File: src/rtl/dbus_arbiter.sv
// dbus_arbiter: round-robin two-master arbiter onto one Ibex-protocol data-bus slave port,
// with an owner FIFO that routes each in-order response back to the master that issued it.
module dbus_arbiter #(
  parameter int AW = 32,
  parameter int DW = 32,
  parameter int MAX_OUT = 2
) (
  input  logic            Clk,
  input  logic            Rst,
  input  logic            m0_req,
  input  logic            m0_we,
  input  logic [DW/8-1:0] m0_be,
  input  logic [AW-1:0]   m0_addr,
  input  logic [DW-1:0]   m0_wdata,
  output logic            m0_gnt,
  output logic            m0_rvalid,
  output logic            m0_err,
  output logic [DW-1:0]   m0_rdata,
  input  logic            m1_req,
  input  logic            m1_we,
  input  logic [DW/8-1:0] m1_be,
  input  logic [AW-1:0]   m1_addr,
  input  logic [DW-1:0]   m1_wdata,
  output logic            m1_gnt,
  output logic            m1_rvalid,
  output logic            m1_err,
  output logic [DW-1:0]   m1_rdata,
  output logic            s_req,
  output logic            s_we,
  output logic [DW/8-1:0] s_be,
  output logic [AW-1:0]   s_addr,
  output logic [DW-1:0]   s_wdata,
  input  logic            s_gnt,
  input  logic            s_rvalid,
  input  logic            s_err,
  input  logic [DW-1:0]   s_rdata,
  output logic            busy,
  output logic            proto_err
);
  localparam int PW = MAX_OUT > 1 ? $clog2(MAX_OUT) : 1;
  localparam int CW = $clog2(MAX_OUT + 1);
  logic [MAX_OUT-1:0] owner;
  logic [PW-1:0] wp, rp;
  logic [CW-1:0] cnt;
  logic lock, locked_id, rr_ptr;
  logic any, sel, sel_req, full, empty, head, hs, pop;
  always_comb begin
    any = lock | m0_req | m1_req;
    sel = lock ? locked_id : (m0_req & m1_req) ? rr_ptr : m1_req;
    sel_req = sel ? m1_req : m0_req;
    full = cnt == CW'(MAX_OUT);
    empty = cnt == '0;
    head = owner[rp];
    s_req = sel_req & ~full;
    s_we = any & (sel ? m1_we : m0_we);
    s_be = any ? (sel ? m1_be : m0_be) : '0;
    s_addr = any ? (sel ? m1_addr : m0_addr) : '0;
    s_wdata = any ? (sel ? m1_wdata : m0_wdata) : '0;
    hs = s_req & s_gnt;
    pop = s_rvalid & ~empty;
    m0_gnt = hs & ~sel;
    m1_gnt = hs & sel;
    m0_rvalid = pop & ~head;
    m1_rvalid = pop & head;
    m0_err = s_err & m0_rvalid;
    m1_err = s_err & m1_rvalid;
    m0_rdata = (~empty & ~head) ? s_rdata : '0;
    m1_rdata = (~empty & head) ? s_rdata : '0;
    busy = ~empty;
  end
  always_ff @(posedge Clk) begin
    if (Rst) begin
      owner <= '0;
      wp <= '0;
      rp <= '0;
      cnt <= '0;
      lock <= 1'b0;
      locked_id <= 1'b0;
      rr_ptr <= 1'b0;
      proto_err <= 1'b0;
    end else begin
      if (hs) begin
        owner[wp] <= sel;
        wp <= (wp == PW'(MAX_OUT - 1)) ? '0 : wp + 1'b1;
        rr_ptr <= ~sel;
      end
      if (pop) rp <= (rp == PW'(MAX_OUT - 1)) ? '0 : rp + 1'b1;
      cnt <= cnt + CW'(hs) - CW'(pop);
      // A request left waiting keeps the address phase until its handshake.
      if (hs) lock <= 1'b0;
      else if (s_req) begin
        lock <= 1'b1;
        locked_id <= sel;
      end
      if (s_rvalid & empty) proto_err <= 1'b1;
    end
  end
endmodule

File: config.mk
export PLATFORM = sky130hd
export DESIGN_NAME = dbus_arbiter
export DESIGN_NICKNAME = d
export VERILOG_FILES = /design/src/rtl/dbus_arbiter.sv
export SDC_FILE = /design/constraint.sdc
export NUM_CORES = 1
export LEC_CHECK = 0
export CORE_AREA = 2 2 124 126
export CTS_CLUSTER_SIZE = 8
export DETAILED_ROUTE_END_ITERATION = 10
export DIE_AREA = 0 0 126 128
export GPL_ROUTABILITY_DRIVEN = 0
export HOLD_SLACK_MARGIN = 0.1
export SKIP_CTS_REPAIR_TIMING = 1
export SLEW_MARGIN = 5
export SYNTH_ARGS = -nofsm -noshare
export SYNTH_HDL_FRONTEND = slang
export SYNTH_SLANG_ARGS = --single-unit
File: constraint.sdc
create_clock -name Clk -period 4.75 [get_ports Clk]
set_clock_uncertainty 0.05 [all_clocks]
set_input_delay 0.7125 -clock Clk [delete_from_list [all_inputs] [get_ports Clk]]
set_output_delay 0.7125 -clock Clk [all_outputs]
set_load 0.05 [all_outputs]
# Yosys cells after proc, flatten, opt, wreduce, memory -nomap -nowiden
# Cells that the tools add are included.
dict set report classes {
  n_eq_ne 1
  addsub 4
  bitwise 21
  reduce_logical 4
  n_mux 19
  order_cmp 3
}
# operator count
set ops {}
lappend ops {{32-bit two-way mux} 6}
lappend ops {{1-bit AND} 14}
lappend ops {{1-bit two-way mux} 9}
lappend ops {{4-bit two-way mux} 2}
lappend ops {{1-bit NOT} 5}
lappend ops {{1-bit by 2-bit less-than comparator with 1-bit output, second input constant} 2}
lappend ops {{1-bit adder, second input constant} 2}
lappend ops {{2-bit by 1-bit adder with 2-bit output} 1}
lappend ops {{2-bit bitwise mux} 1}
lappend ops {{2-bit equality test, second input constant} 1}
lappend ops {{2-bit zero test} 1}
lappend ops {{1-bit OR} 2}
lappend ops {{2-bit AND reduction} 1}
lappend ops {{2-bit OR reduction} 1}
lappend ops {{2-bit by 1-bit subtractor with 2-bit output} 1}
lappend ops {{1-bit demux with 1-bit select} 1}
lappend ops {{1-bit >= comparator, second input constant} 1}
lappend ops {{1-bit logical AND} 1}
dict set report word_totals {
  register_bits 10
}

# Depth between registers and ports, before layout
# Gate-level depths: netlist of the first run.
dict set report depth {
  ltp_word 8
  depth_mapped 9
  depth_no_buf 9
}

# Worst setup path after synthesis of the first run
# OpenSTA, ideal clock, no wires.
dict set report synth_timing {
  path_type {input to output}
  start {input m0_req}
  end {output s_wdata[10]}
  path_slack_ns 1.721
  arrival_ns 2.266
  stages 5
  cell_sequence {nor2b_1 o21ai_1 clkbuf_1 nand2_1 a21oi_1}
}
dict set report synth_via {
  elab_chain_cells 5
  word_cells_on_any_way 7
  cone_classes {mux: 4; bitwise: 3}
}
# element line
set synth_rtl {}
lappend synth_rtl {{from (decl)} 10} ;# input logic m0_req,
lappend synth_rtl {{1-bit AND} 49} ;# sel = lock ? locked_id : (m0_req & m1_req) ? rr_ptr : m1_req;
lappend synth_rtl {{1-bit two-way mux (2 in a row)} 49}
lappend synth_rtl {{32-bit two-way mux} 58} ;# s_wdata = any ? (sel ? m1_wdata : m0_wdata) : '0;
lappend synth_rtl {{32-bit two-way mux *} 58}
lappend synth_rtl {{to (decl)} 32} ;# output logic [DW-1:0] s_wdata,
# Mark *: on every way between the ends. The rest lies on a longest branch, timed or not.

# Worst setup path in the final report of the first run
dict set report layout_timing {
  start {input m0_req}
  end {output s_addr[6]}
}
dict set report layout_via {
  elab_chain_cells 5
  word_cells_on_any_way 7
  cone_classes {mux: 4; bitwise: 3}
}
# element line
set layout_rtl {}
lappend layout_rtl {{1-bit AND} 49}
lappend layout_rtl {{1-bit two-way mux (2 in a row)} 49}
lappend layout_rtl {{32-bit two-way mux} 57} ;# s_addr = any ? (sel ? m1_addr : m0_addr) : '0;
lappend layout_rtl {{32-bit two-way mux *} 57}
lappend layout_rtl {{to (decl)} 31} ;# output logic [AW-1:0] s_addr,
# Marked as above.

==> metrics.csv, run 1 <==
stage;metric;value;unit
status;status;complete, no violations;
global_route;first_global_vias;3297;
synthesis;synth_area;1930;um2
placed_design;placed_area;5310;um2
global_route;grt_pass1_wl;17700;um
clock_tree;clkLatencyLatePin;0.24;ns
drt;routed_wl;12000;um
cells_and_area;syn_to_final_growth;180;%
setup_path;crit_arrival;3.19;ns
synthesis;synth_edf_count;0;
global_route;grt_max_degree;53;
synthesis;post_synth.cell_area_avg;5.32;um2
die;start_util;0.130;
clock_tree;cts_buffers;3;
sta;hold_viol;0;
sta;setup_violations;0;
setup_path;end_kind;output port;
setup_path;cp_cell_sequence;clkdlybuf4s50_1, nor2b_1, o21a_2, buf_4, nand2_1, a21oi_1, clkdlybuf4s50_1;
synthesis;synth_top_area_cell;nand2_1;
synthesis;synth-async-reset-ratio;0;
power_and_ir_drop;peakVddDrop;0.267;mV
setup_path;cp_slowest_cell;clkdlybuf4s50_1;
global_route;grtUsageTotal;0.134;
drt;vias;3405;
cells_and_area;final_cell_area;5400;um2
synthesis;synth.most_common_cell;nand2_1;
sta;min_period;3.95;ns
die;rows;45;
setup_path;start_kind;input pin;
power_and_ir_drop;powerDensity;401;nW/um2
placed_design;dpl.hpwl;9280;um
cells_and_area;multi_input_area;1590;um2
synthesis;yosysUniqueCellTypes;22;
die;pin_count;319;
synthesis;ys_warn_count;0;
sta;setup-tns-final;0;ns
clock_tree;cts_max_path_buffers;2;
die;die_y;128;um
cells_and_area;drive_gt1_frac;0.0272;
synthesis;synth_nets;541;
drt;drc_errors;0;
placed_design;io_buffers;318;
clock_tree;clk_pin_slew;0.04;ns
sta;relSlewSlack;0.618;
setup_path;path_class;in2out;
drt;post_drt_wl_per_cell;14.2;um
sta;max_freq;253;MHz
global_route;antenna_found_initial;0;
cells_and_area;final_util;0.363;
cells_and_area;seqCellArea;200;um2
global_route;overflow;0;
job;maxCapViolCount;0;
drt;via_per_inst;4.01;
synthesis;synth_common_cells;139 x nand2_1, 72 x a21oi_1, 66 x and2_1;
die;die_w;126;um
die;dieArea;16100;um2
drt;dr.pass1.iters;4;
clock_tree;cts-root-buf;clkbuf_16;
clock_tree;cts.sinks;10;
synthesis;ys_seq_elements;10;
cells_and_area;nFillCells;1575;
clock_tree;htreeDepth;1;
synthesis;netlist.area_leader.share;0.271;
synthesis;yosysSeqAreaShare;0.104;
sta;report.final.slew_viol_count;0;
setup_path;cp_max_fo;22;
synthesis;synthTopCellsByArea;nand2_1 27%, and2_1 21%, a21oi_1 19%, dfxtp_1 10%, buf_2 3.9%;
cells_and_area;diodes;0;
drt;drt_iter0_markers;109;
setup_path;required;3.99;ns
sta;fin_crit_sh;0.832;
sta;tightest_slew;0.558;ns
cells_and_area;fin_nets;842;
power_and_ir_drop;leakagePower;2.12;nW
synthesis;synth_cells;362;
clock_tree;tritoncts;built;
die;coreArea;14900;um2
drt;antenna_left;0;
setup_path;crit_top_cell;clkdlybuf4s50_1;
synthesis;ys.flop_type;dfxtp_1;
sta;rsz0062_at_grt;false;
hold_path;hold_path_class;reg2reg;
setup_path;cpPeakStageDelay;0.85;ns
[through the flow]
stage | hold WS [ns] | setup WS [ns] | std cells | power, mW
final | 0.420 | 0.797 | 850 | 2.17
after floorplan | 0.411 | 1.72 | 362 | 1.31
after detailed placement | 0.417 | 0.778 | 846 | 2.01
after global routing | 0.447 | 0.591 | 850 | 2.27
after CTS | 0.429 | 0.760 | 850 | 2.19
after global placement | 0.412 | 0.756 | 846 | 2.02
[sequential cells by signal (all words and copies together) (netlist names)]
signal	cells
owner	2
wp	1
cnt	2
rp	1
rr_ptr	1
proto_err	1
locked_id	1
lock	1
[power by group]
group,switching [mW],total [mW],internal (mW)
Clock,0.0399,0.166,0.127
Sequential,0.0191,0.124,0.105
Combinational,1.21,1.88,0.664
[critical path: cells and delay by family]
family	cells	cell delay [ns]
AOI/OAI and AO/OA	2	0.44
and+or+nand+nor	2	0.37
buffers and inverters	3	1.65
[area by class of cell]
type,count,share of cell area
Clock buffer,4,0.0165
Inverter,5,0.00348
Multi-Input combinational cell,317,0.295
Sequential cell,10,0.0371
Tap cell,188,0.0436
Timing Repair Buffer,326,0.604
[per-layer routing]
metal / GRT usage / share of wire / up-vias
met4: 0.0239 / 0.012 / 0
li1: - / - / 1755
met1: 0.187 / 0.45 / 1448
met5: 0 / 0 / -
met2: 0.216 / 0.45 / 189
met3: 0.0271 / 0.088 / 13
[final timing paths]
path,startpoint,to,slack [ns],depth (start not counted)
setup / recovery,m0_req,s_addr[6],0.80,7
hold / removal,proto_err,proto_err,0.42,2
setup reg to reg,locked_id,cnt[1],2.35,9
hold reg to reg,proto_err,proto_err,0.42,2
[cell families (layout without fill, tap and decap cells)]
family | after synthesis | after routing | share of synthesized area
mux | 3 | 3 | 0.0156
buf+inv | 35 | 335 | 0.0780
xor+xnor | 4 | 4 | 0.0182
compound gates | 80 | 80 | 0.229
flops | 10 | 10 | 0.104
fa+ha+maj | 2 | 2 | 0.0130
simple gates | 228 | 228 | 0.542
[cell usage in the layout (no fill, tap or decap), types with 2 or more instances in the layout]
cell type        synthesis  layout
clkbuf_16                0       3
xnor2_1                  3       3
a21oi_1                 72      72
and2_1                  66      66
dfxtp_1                 10      10
nor2_1                  13      13
mux2i_1                  3       3
a311oi_1                 2       2
and3_1                   2       2
clkdlybuf4s50_1          0     316
inv_1                    5       5
buf_4                    0       8
nor2b_1                  5       5
nand2_1                139     139
a211oi_1                 2       2
buf_12                   0       2
ha_1                     2       2
(Power assumes the default switching activity.)
==> run 2, diff against run 1 <==
- clock period: 4.75 -> 3.5 ns (I/O delays scaled with it)
==> run 2 against run 1 <==
Compared with the run above: routed wire length is 2.4% higher; global-route usage is 0.44 points higher; hold slack better by 0.0014 ns; die area stayed put; critical path depth stayed put; worst setup slack worse by 0.31 ns; sequential cell count stayed put; critical endpoint is now s_addr[5].
==> metrics.csv, run 2 (synthesis results as in run 1) <==
stage;metric;value;unit;change
setup_path;start_kind;input pin;;unchanged
cells_and_area;layout_common_cells;213 x clkdlybuf4s50_1, 139 x nand2_1, 72 x a21oi_1;;was 316 x clkdlybuf4s50_1, 139 x nand2_1, 72 x a21oi_1
clock_tree;htreeDepth;1;;unchanged
global_route;antenna_found_initial;0;;unchanged
sta;setup-tns-final;0;ns;unchanged
drt;dr.pass1.iters;4;;unchanged
sta;timing.hold.ws;0.421;ns;was 0.420 ns
setup_path;path_class;in2out;;unchanged
hold_path;hold_path_class;reg2reg;;unchanged
die;dieArea;16100;um2;unchanged
cells_and_area;syn_to_final_growth;212;%;was 180%
clock_tree;tritoncts;built;;unchanged
drt;routed_wl;12300;um;was 12000 um
status;status;complete, no violations;;unchanged
die;pin_count;319;;unchanged
drt;drc_errors;0;;unchanged
die;die_w;126;um;unchanged
sta;max_freq;331;MHz;
placed_design;dpl.hpwl;9670;um;was 9280 um
cells_and_area;reg.largest.list;cnt (2), owner (2);;unchanged
drt;drt_iter0_markers;111;;was 109
cells_and_area;layout_commonest_cell;clkdlybuf4s50_1;;unchanged
clock_tree;clk_pin_slew;0.04;ns;about the same
clock_tree;cts-root-buf;clkbuf_16;;unchanged
cells_and_area;final_util;0.404;;was 0.363
drt;vias;3453;;was 3405
setup_path;crit_arrival;2.44;ns;was 3.19 ns
sta;setup_violations;0;;unchanged
placed_design;io_buffers;318;;unchanged
global_route;first_global_vias;3250;;was 3297
global_route;overflow;0;;unchanged
drt;post_drt_wl_per_cell;14.5;um;was 14.2 um
global_route;grt_pass1_wl;18100;um;was 17700 um
die;rows;45;;unchanged
drt;antenna_left;0;;unchanged
drt;via_per_inst;4.06;;was 4.01
global_route;grtUsageTotal;0.138;;was 0.134
sta;min_period;3.02;ns;
die;die_y;128;um;unchanged
die;start_util;0.130;;unchanged
power_and_ir_drop;peakVddDrop;0.351;mV;was 0.267 mV
cells_and_area;diodes;0;;unchanged
clock_tree;clkLatencyLatePin;0.24;ns;about the same
job;maxCapViolCount;0;;unchanged
clock_tree;cts.sinks;10;;unchanged
power_and_ir_drop;leakagePower;2.55;nW;was 2.12 nW
global_route;grt_max_degree;51;;was 53
sta;relSlewSlack;0.566;;was 0.618
clock_tree;cts_buffers;3;;unchanged
power_and_ir_drop;p_total;3.31;mW;was 2.17 mW
sta;rsz0062_at_grt;false;;unchanged
cells_and_area;drive_gt1_frac;0.184;;was 0.0272
sta;report.final.slew_viol_count;0;;unchanged
sta;fin_crit_sh;0.862;;
die;coreArea;14900;um2;unchanged
sta;postLayoutSetupSlackWorst;0.483;ns;was 0.797 ns
cells_and_area;fin_nets;843;;was 842
power_and_ir_drop;powerDensity;553;nW/um2;was 401 nW/um2
sta;hold_viol;0;;unchanged
setup_path;end_kind;output port;;unchanged
clock_tree;cts_max_path_buffers;2;;unchanged
sta;tightest_slew;0.634;ns;was 0.558 ns
setup_path;required;2.92;ns;was 3.99 ns
placed_design;pre_cts_ws;0.479;ns;was 0.778 ns
setup_path;cp_max_fo;24;;was 22
-- run 2: worst paths after layout --
| kind | start | to | slack, ns | cells after the start |
|---|---|---|---|---|
| max | m0_req | s_addr[5] | 0.48 | 7 |
| min | proto_err | proto_err | 0.42 | 2 |
| max reg2reg | locked_id | cnt[1] | 1.27 | 10 |
| min reg2reg | proto_err | proto_err | 0.42 | 2 |
-- run 2: metrics by stage --
stage	cell area, um2	cells
2_1_floorplan	1930	362
3_3_place_gp	5910	847
3_5_place_dp	5910	847
4_1_cts	6000	851
5_1_grt	6000	851
6_report	6000	851
-- run 2: layer usage --
metal | GRT usage | up-vias | wire [um]
li1 | - | 1760 | -
met1 | 0.189 | 1486 | 5460
met2 | 0.223 | 191 | 5610
met3 | 0.0275 | 16 | 1030
met4 | 0.0356 | 0 | 223
met5 | 0 | - | 0
-- run 2: power by group --
group | internal, mW | switching [mW]
Sequential | 0.143 | 0.0245
Combinational | 1.19 | 1.74
Clock | 0.172 | 0.0534
-- run 2: critical path, stage by stage --
cell and delay (ns):
clkdlybuf4s50_1 0.53, nor2b_1 0.29, o21a_2 0.22, buf_4 0.28, nand2_1 0.09, a21oi_1 0.29
buf_12 0.19
-- run 2: layout make-up --
type                    instances  area [um2]
flip-flops and latches         10         200
inverters                       5        18.8
well taps                     188         235
clock buffers                   4        88.8
repair buffers                327        3860
multi-input cells             317        1590
fillers                      1502        8860
